[config.mk]
export PLATFORM = sky130hd
export DESIGN_NAME = cnt_seq_ctrl
export DESIGN_NICKNAME = d
export VERILOG_FILES = /design/src/rtl/cnt_seq_ctrl.sv
export SDC_FILE = /design/constraint.sdc
export NUM_CORES = 1
export LEC_CHECK = 0
export ABC_AREA = 1
export BUFFER_PORTS_ARGS = -buffer_cell sky130_fd_sc_hd__buf_2
export CAP_MARGIN = 20
export CORE_ASPECT_RATIO = 1.5
export CORE_MARGIN = 2
export CORE_UTILIZATION = 58
export CTS_BUF_LIST = sky130_fd_sc_hd__clkbuf_2
export DETAILED_ROUTE_END_ITERATION = 16
export PLACE_DENSITY = 0.81
export SLEW_MARGIN = 0
export SYNTH_ARGS = -nofsm -noshare
export SYNTH_HDL_FRONTEND = slang
export SYNTH_SLANG_ARGS = --single-unit
[constraint.sdc]
create_clock -name clk -period 2 [get_ports clk]
set_input_delay 0.5 -clock clk [delete_from_list [all_inputs] [get_ports clk]]
set_output_delay 0.5 -clock clk [all_outputs]
set_load 0.03 [all_outputs]
[src/rtl/cnt_seq_ctrl.sv]
// rtl/cnt_seq_ctrl.sv - run/pause sequencer producing rate-limited enable and direction for the cnt_nb counter
// Optional single-step support: define CNT_SEQ_CTRL_STEP_EN
module cnt_seq_ctrl #(
  parameter int  MAX      = 15,
  parameter int  MIN      = 0,
  parameter int  BASE_DIV = 4,
  localparam int CW       = $clog2(MAX + 1)
) (
  input  logic          clk,
  input  logic          sys_rst_n,
  input  logic          btn_start,
  input  logic          btn_dir,
  input  logic          btn_step,
  input  logic [1:0]    mode,
  input  logic [1:0]    rate_sel,
  input  logic [CW-1:0] cnt_in,
  output logic          cnt_enable,
  output logic          cnt_u_d,
  output logic          running,
  output logic          done
);

  // Prescaler must reach BASE_DIV*8-1 at the slowest rate
  localparam int            PW    = $clog2(BASE_DIV * 8);
  localparam logic [CW-1:0] MAX_V = CW'(MAX);
  localparam logic [CW-1:0] MIN_V = CW'(MIN);

  typedef enum logic [1:0] {S_IDLE, S_RUN, S_PAUSE, S_DONE} state_t;

  state_t        state;
  logic [PW-1:0] presc;
  logic [1:0]    rate_q;
  logic [1:0]    guard;
  logic          pending;

  logic [PW-1:0] lim_m1;
  logic          tick;
  logic          at_lim;
  logic          eval_ok;
  logic          trig;
  logic          eval;
  logic          blocked;
  logic          do_eval;
  logic          flip;
  logic          stop;
  logic          fire;
  logic          restart;

`ifndef CNT_SEQ_CTRL_STEP_EN
  logic unused_step;
  assign unused_step = btn_step;
`endif

  // Tick detection and limit evaluation; out-of-range values fall on the limit side of >=/<=
  always_comb begin
    lim_m1  = PW'((BASE_DIV << rate_q) - 1);
    tick    = (state == S_RUN) && (presc == lim_m1);
    at_lim  = cnt_u_d ? (cnt_in <= MIN_V) : (cnt_in >= MAX_V);
`ifdef CNT_SEQ_CTRL_STEP_EN
    eval_ok = (state != S_DONE);
    trig    = pending || ((state == S_RUN) ? tick : btn_step);
`else
    eval_ok = (state == S_RUN);
    trig    = pending || tick;
`endif
    // A start press this cycle changes state, so no evaluation happens alongside it
    eval    = eval_ok && !btn_start && trig;
    // Hold the request while the counter's late U_D copy settles or an enable is still out
    blocked = (guard != 2'd0) || cnt_enable;
    do_eval = eval && !blocked;
    flip    = do_eval && (mode == 2'b01) && at_lim;
    stop    = do_eval && (mode == 2'b10) && at_lim;
    fire    = do_eval && !flip && !stop;
    restart = (state == S_DONE) && btn_start;
  end

  // Sequencer state, prescaler, direction guard and registered outputs
  always_ff @(posedge clk or negedge sys_rst_n) begin
    if (!sys_rst_n) begin
      state      <= S_IDLE;
      presc      <= '0;
      rate_q     <= 2'd0;
      guard      <= 2'd0;
      pending    <= 1'b0;
      cnt_enable <= 1'b0;
      cnt_u_d    <= 1'b0;
      running    <= 1'b0;
      done       <= 1'b0;
    end else begin
      cnt_enable <= fire;

      // Bounce flip wins over a direction press in the same cycle
      if (flip) begin
        cnt_u_d <= ~cnt_u_d;
        guard   <= 2'd2;
      end else if (btn_dir || restart) begin
        cnt_u_d <= cnt_u_d ^ btn_dir ^ restart;
        guard   <= 2'd2;
      end else if (guard != 2'd0) begin
        guard <= guard - 2'd1;
      end

      if (eval && blocked) begin
        pending <= 1'b1;
      end else if (do_eval) begin
        pending <= flip;
      end

      case (state)
        S_IDLE: begin
          if (btn_start) begin
            state   <= S_RUN;
            presc   <= '0;
            rate_q  <= rate_sel;
            running <= 1'b1;
          end else if (stop) begin
            state <= S_DONE;
            done  <= 1'b1;
          end
        end
        S_RUN: begin
          if (btn_start) begin
            state   <= S_PAUSE;
            pending <= 1'b0;
            running <= 1'b0;
          end else if (stop) begin
            state   <= S_DONE;
            running <= 1'b0;
            done    <= 1'b1;
          end else if (tick) begin
            presc  <= '0;
            rate_q <= rate_sel;
          end else begin
            presc <= presc + 1'b1;
          end
        end
        S_PAUSE: begin
          if (btn_start) begin
            state   <= S_RUN;
            running <= 1'b1;
          end else if (stop) begin
            state <= S_DONE;
            done  <= 1'b1;
          end
        end
        S_DONE: begin
          if (btn_start) begin
            state   <= S_RUN;
            presc   <= '0;
            rate_q  <= rate_sel;
            running <= 1'b1;
            done    <= 1'b0;
          end
        end
        default: state <= S_IDLE;
      endcase
    end
  end

endmodule

==> results.yml, run 1 <==
timing:
  period_needed_ps: 1760
  setup_tns_ps: 0
  slew-limit-headroom_pct: 75.8
  finalSetupViolCount: 0
  worstMarginPinSlew_ps: 360
  fin_skew_ps: 2.35
  grt_setup_unrepaired: "no"
  slew_violations: 0
  hold_viol: 0
  post-route-period-util_pct: 88.1
  timing.fmax_mhz: 568
worst_setup_path:
  cp.arrival_ps: 2020
  cp-start-kind: "register"
  crit_type: "register to register"
  crit_fanout: 6
  required_ps: 2250
  end_kind: "register"
logic_synthesis:
  ys_ff_latch: 16
  synth_area_mm2: 0.00113
  synthTopCellsByArea: "dfrtp_1, nand2_1, ha_1, inv_1, nand3_1"
  yosysUniqueCellTypes: 22
  synth_area_per_cell_um2: 7.46
  synth_edf_count: 0
  yosysWarnings: 0
  synthArstFlopShare_pct: 100
  ys_seq_area_share_pct: 35.3
  synthFlopType: "dfrtp_1"
  yosysTopAreaCell: "dfrtp_1"
  syn_inst: 152
  yosysTopAreaCellShare_pct: 35.3
  synthTopCellsByCount: "nand2_1, inv_1, nand3_1"
  synth_most_common_cell: "nand2_1"
  synthesis.nets: 173
clock_tree:
  cts_tree: "built"
  cts.sink_count: 16
  clock_insertion_delay_worst_skew_ps: 300
  cts_made_buffers: 3
  cts.htree.levels: 1
  clk_pin_slew_ps: 150
  root_buffer: "clkbuf_2"
  cts.path.max_buffers: 2
  hold_buffers: 0
floorplan:
  initial_core_util_pct: 61.9
  die-area_mm2: 0.00233
  rows: 19
  core-area_mm2: 0.00183
  die_w_um: 40.1
  dieHeight_um: 58.1
  io_pins: 17
place:
  dp_hpwl_mm: 1.77
  routabilityCongestion: 0.852
  portBuffers: 15
run_status:
  status: "completed"
route:
  ant_nets: 0
  wl_per_cell_um: 11.1
  drtIter0Drc: 13
  vias_per_cell: 5.24
  drc: 0
  detail_route.first_pass.iterations: 4
  dr_total_vias: 1006
  wirelength_mm: 2.13
cells_and_area:
  multi_input_area_um2: 649
  area_delta_synth_final_pct: 10.8
  diodes: 0
  seq_area_um2: 400
  final_layout_size_suffix_gt1_share_pct: 17.0
  nets: 193
  fillCellCount: 150
global_routing:
  grt_pass1_wl_mm: 3.65
  grt_max_degree: 17
  antenna_found_initial: 0
  grt_pass1_vias: 954
  gr-total-overflow: 0
  grt_use_total_pct: 22.6
power_and_ir_drop:
  leakagePower_nw: 0.708
  peakVddDrop_mv: 0.826
  power_density_mw_per_mm2: 1270
  totalPowerFinal_mw: 1.60
worst_hold_path:
  min_path_type: "input port to async pin"
run:
  maxCapViolations: 0
## critical path, cell delays in order, from the launching register on
cell     delay (ps)
dfrtp_1         440
inv_1           160
ha_2            270
inv_1           100
nor2_4          190
nand4_4         170
nand2_4         100
nand2_4          70
nand2_4          80
nand2_1          50
nand2_1          70
## routing by layer
metal	GRT usage [%]	up-vias	wire (um)
met1	23.4	464	816
met3	3.45	5	71
met5	0	-	0
met2	40.8	16	1200
met4	10.8	0	45
li1	-	521	-
## logic make-up after synthesis
family	count (synthesis)	share of synthesized area [%]
AND/OR/NAND/NOR	89	37.5
buffers and inverters	23	7.62
XOR/XNOR	3	2.32
flip-flops	16	35.3
AO/OA/AOI/OAI	13	8.39
adder cells (fa/ha/maj)	8	8.83
## through the flow
| stage | setup WS [ps] | area (um2) | util [%] | cells | hold WS (ps) |
|---|---|---|---|---|---|
| floorplan | 418 | 1130 | - | 152 | 204 |
| global placement | 273 | 1230 | 67.5 | 188 | 429 |
| detailed placement | 192 | 1230 | 67.5 | 188 | 427 |
| CTS | 155 | 1250 | 68.5 | 192 | 72.9 |
| global route | 41.9 | 1260 | 68.6 | 192 | 88.6 |
| finish | 238 | 1260 | 68.6 | 192 | 71.5 |
## flip-flops by register name, indices dropped and copies added, names as in the netlist
register	cells
cnt_enable	1
cnt_u_d	1
done	1
guard	2
pending	1
presc	5
rate_q	2
running	1
state	2
## power by group
part           internal [mW]  total, mW  switching [mW]
combinational          0.331      0.907           0.576
sequential             0.438      0.539           0.102
clock                 0.0434      0.149           0.106
total                  0.812       1.60           0.783
## area by class of cell
type / count / area share (%)
flip-flops and latches: 16 / 31.9
well taps: 21 / 2.09
multi-input cells: 113 / 51.7
clock buffers: 3 / 1.20
inverters: 23 / 6.87
clock inverters: 1 / 0.299
repair buffers: 15 / 5.98
## final timing paths
| check | end | slack (ps) | cells after the start | start |
|---|---|---|---|---|
| max | presc[2]$_DFFE_PN0P_ | 240 | 10 | state[1]$_DFFE_PN0P_ |
| min | running$_DFFE_PN0P_ | 70 | 1 | sys_rst_n |
| max reg2reg | presc[2]$_DFFE_PN0P_ | 240 | 10 | state[1]$_DFFE_PN0P_ |
| min reg2reg | running$_DFFE_PN0P_ | 490 | 2 | running$_DFFE_PN0P_ |
| max in group asynchronous | presc[4]$_DFFE_PN0P_ | 1670 | 1 | sys_rst_n |
| min in group clk | rate_q[1]$_DFFE_PN0P_ | 410 | 3 | rate_sel[1] |
## what timing repair did
item                                    4_1_cts  5_1_grt
endpoints found under the setup margin        0        4
buffers inserted                              0        0
resized for setup                             0        1
## placed cells by master, fill, tap and decap left out, types with 3 or more instances in the layout
| cell type | instances |
|---|---|
| nor3_1 | 3 |
| inv_1 | 23 |
| a21oi_1 | 3 |
| buf_2 | 15 |
| nand2_4 | 4 |
| nand2_1 | 48 |
| ha_1 | 7 |
| nor2_1 | 12 |
| xor2_1 | 3 |
| clkbuf_2 | 3 |
| dfrtp_1 | 16 |
| o21ai_0 | 4 |
| nand3_1 | 17 |
Note: power is estimated with default switching activity, not from simulation.
==> run 2: changes to the inputs <==
--- a/config.mk
+++ b/config.mk
@@ -5,13 +5,12 @@
 export SDC_FILE = /design/constraint.sdc
 export NUM_CORES = 1
 export LEC_CHECK = 0
-export ABC_AREA = 1
 export BUFFER_PORTS_ARGS = -buffer_cell sky130_fd_sc_hd__buf_2
 export CAP_MARGIN = 20
-export CORE_ASPECT_RATIO = 1.5
 export CORE_MARGIN = 2
 export CORE_UTILIZATION = 58
 export CTS_BUF_LIST = sky130_fd_sc_hd__clkbuf_2
+export CTS_CLUSTER_SIZE = 25
 export DETAILED_ROUTE_END_ITERATION = 16
 export PLACE_DENSITY = 0.81
 export SLEW_MARGIN = 0
==> run 2 against run 1 <==
Largest cell class unchanged. Clock skew barely moved. Critical path type is now input port to register. Sequential power fell by 2%. Routed wire length rose by 15%. Cell count fell by 8.9%. Register-to-register slack got worse by 180 ps.
==> results.yml, run 2 <==
run_status:
  status: "completed"
cells_and_area:
  largest_reg_flops: 5
  layout.cells.most_common_list: "dfrtp_1, buf_2, buf_4"
  fillCellCount: 141
  multi_input_area_um2: 722
  nets: 172
  regMostFlops: "presc"
  design_area_mm2: 0.00138
  area_delta_synth_final_pct: 23.2
  seq_area_um2: 402
  final_layout_size_suffix_gt1_share_pct: 29.3
  final_util_pct: 78.2
  diodes: 0
logic_synthesis:
  yosysWarnings: 0
  ys_ff_latch: 16
  ys_seq_area_share_pct: 35.8
  synthTopCellsByArea: "dfrtp_1, ha_1, mux2i_1, nand2_1, nor2_1"
  synthFlopType: "dfrtp_1"
  synth_top_family_by_area: "simple AND/OR/NAND/NOR gates"
  yosysUniqueCellTypes: 39
  synthXorXnorAreaFrac_pct: 3.91
  synthesis.nets: 141
  syn_inst: 120
  synth_area_per_cell_um2: 9.33
  synth-adder-area-share_pct: 8.94
  yosysTopAreaCell: "dfrtp_1"
  synth_area_mm2: 0.00112
  synthArstFlopShare_pct: 100
  synth_most_common_cell: "dfrtp_1"
  synth_edf_count: 0
  synth_mux_area_share_pct: 6.37
  synthSimpleGateAreaFrac_pct: 24.9
  synth-compound-area-share_pct: 15.6
  yosysTopAreaCellShare_pct: 35.8
  synthTopCellsByCount: "dfrtp_1, nand2_1, nor2_1"
worst_setup_path:
  crit_type: "input port to register"
  crit_slowest_cell: "or4b_4"
  critical-path-top-delay-family: "simple AND/OR/NAND/NOR gates"
  required_ps: 2210
  crit_fanout: 3
  end_kind: "register"
  critPathMaxStageDelay_ps: 530
  ff2ff_setup_slack_ps: 60
  cp.arrival_ps: 2150
  crit_buf_inv: 1
  cp-start-kind: "input port"
  crit_chain: "buf_2 -> or4b_4 -> mux2_4 -> or3_4 -> or2_4 -> and3_1"
clock_tree:
  clock_insertion_delay_worst_skew_ps: 290
  cts_made_buffers: 3
  root_buffer: "clkbuf_2"
  cts_tree: "built"
  cts.sink_count: 16
  cts.htree.levels: 1
  clk_pin_slew_ps: 160
  cts.path.max_buffers: 2
worst_hold_path:
  min_path_type: "input port to async pin"
power_and_ir_drop:
  leakagePower_nw: 0.648
  totalPowerFinal_mw: 1.51
  peakVddDrop_mv: 0.844
  power_density_mw_per_mm2: 1100
floorplan:
  dieHeight_um: 47.9
  die-area_mm2: 0.00230
  die_w_um: 47.9
  core-area_mm2: 0.00176
  rows: 15
  io_pins: 17
  initial_core_util_pct: 63.5
global_routing:
  gr-total-overflow: 0
  grt_use_total_pct: 23.9
  grt_max_degree: 17
  antenna_found_initial: 0
  grt_pass1_vias: 892
  grt_pass1_wl_mm: 3.82
place:
  dpl-instance-area_mm2: 0.00130
  portBuffers: 15
  routabilityCongestion: 0.841
  dp_hpwl_mm: 1.88
  place_ws_ps: -301
route:
  vias_per_cell: 5.86
  wl_per_cell_um: 13.9
  drc: 0
  ant_nets: 0
  detail_route.first_pass.iterations: 4
  dr_total_vias: 1025
  drtIter0Drc: 8
  wirelength_mm: 2.44
timing:
  hold_viol: 0
  slew-limit-headroom_pct: 75.0
  fin_skew_ps: 2.28
  worstMarginPinSlew_ps: 375
  period_needed_ps: 1950
  setup_ws_ps: 53.7
  grt_setup_unrepaired: "no"
  post-route-period-util_pct: 97.3
  finalSetupViolCount: 0
  setup_tns_ps: 0
  timing.fmax_mhz: 514
  slew_violations: 0
run:
  maxCapViolations: 0
## run 2: cell types whose count changed after synthesis, moves of 5 or more
cell     previous run  this run
inv_1              23         7
nand3_1            17         7
mux2i_1             0         6
nand2_1            48        10
o31ai_1             0         5
## run 2: final cells by class
type / count / area share [%]
Timing Repair Buffer: 29 / 13.1
Inverter: 7 / 1.90
Tap cell: 25 / 2.27
Clock inverter: 1 / 0.272
Clock buffer: 3 / 1.09
Sequential cell: 16 / 29.1
Multi-Input combinational cell: 94 / 52.3
## run 2: per-layer routing
layer  vias to the layer above  global-route usage [%]  share of wire (%)
li1                        506                       -                  -
met1                       505                    29.0                 44
met2                        10                    42.1                 54
met3                         4                    4.53                2.1
met5                         -                       0                  0
met4                         0                    8.11               0.61
## run 2: cells by family (layout without fill, tap and decap cells)
logic type | count (synthesis) | after routing
AOI/OAI and AO/OA | 24 | 24
xor gates and xnor gates | 5 | 5
adders and majority gates | 8 | 8
buffers and inverters | 10 | 40
DFF | 16 | 16
muxes | 7 | 7
and+or+nand+nor | 50 | 50
## run 2: what timing repair did
action / in CTS / in global routing
gates resized for setup: 2 / 6
endpoints found under the setup margin: 9 / 11
pin swaps: 1 / 1
hold buffers: 0 / 0
setup buffers: 1 / 1
## run 2: stage by stage
stage / cells / hold slack [ps]
6_report: 175 / 88.2
3_5_place_dp: 169 / 434
5_1_grt: 175 / 107
4_1_cts: 174 / 90.1
2_1_floorplan: 120 / 204
3_3_place_gp: 169 / 432
## run 2: worst reg2reg max path: stages (launching register included)
cell     delay, ps
dfrtp_2        380
or4b_4         460
mux2_4         290
or3_4          330
or2_4          250
and3_1         140
## run 2: worst paths after layout
path	cells past startpoint	startpoint	end
max in group asynchronous	1	sys_rst_n	cnt_u_d$_DFFE_PN0P_
hold / removal	1	sys_rst_n	presc[3]$_DFFE_PN0P_
setup / recovery	6	cnt_in[2]	guard[0]$_DFFE_PN0P_
min in group clk	3	btn_dir	guard[1]$_DFFE_PN0P_
setup reg to reg	5	cnt_u_d$_DFFE_PN0P_	guard[0]$_DFFE_PN0P_
hold reg to reg	2	guard[1]$_DFFE_PN0P_	guard[1]$_DFFE_PN0P_
## run 2: where the power goes
part	total (mW)	switching, mW	internal [mW]
Combinational	0.835	0.461	0.374
Sequential	0.528	0.0979	0.431
Clock	0.151	0.108	0.0435
Total	1.51	0.666	0.848
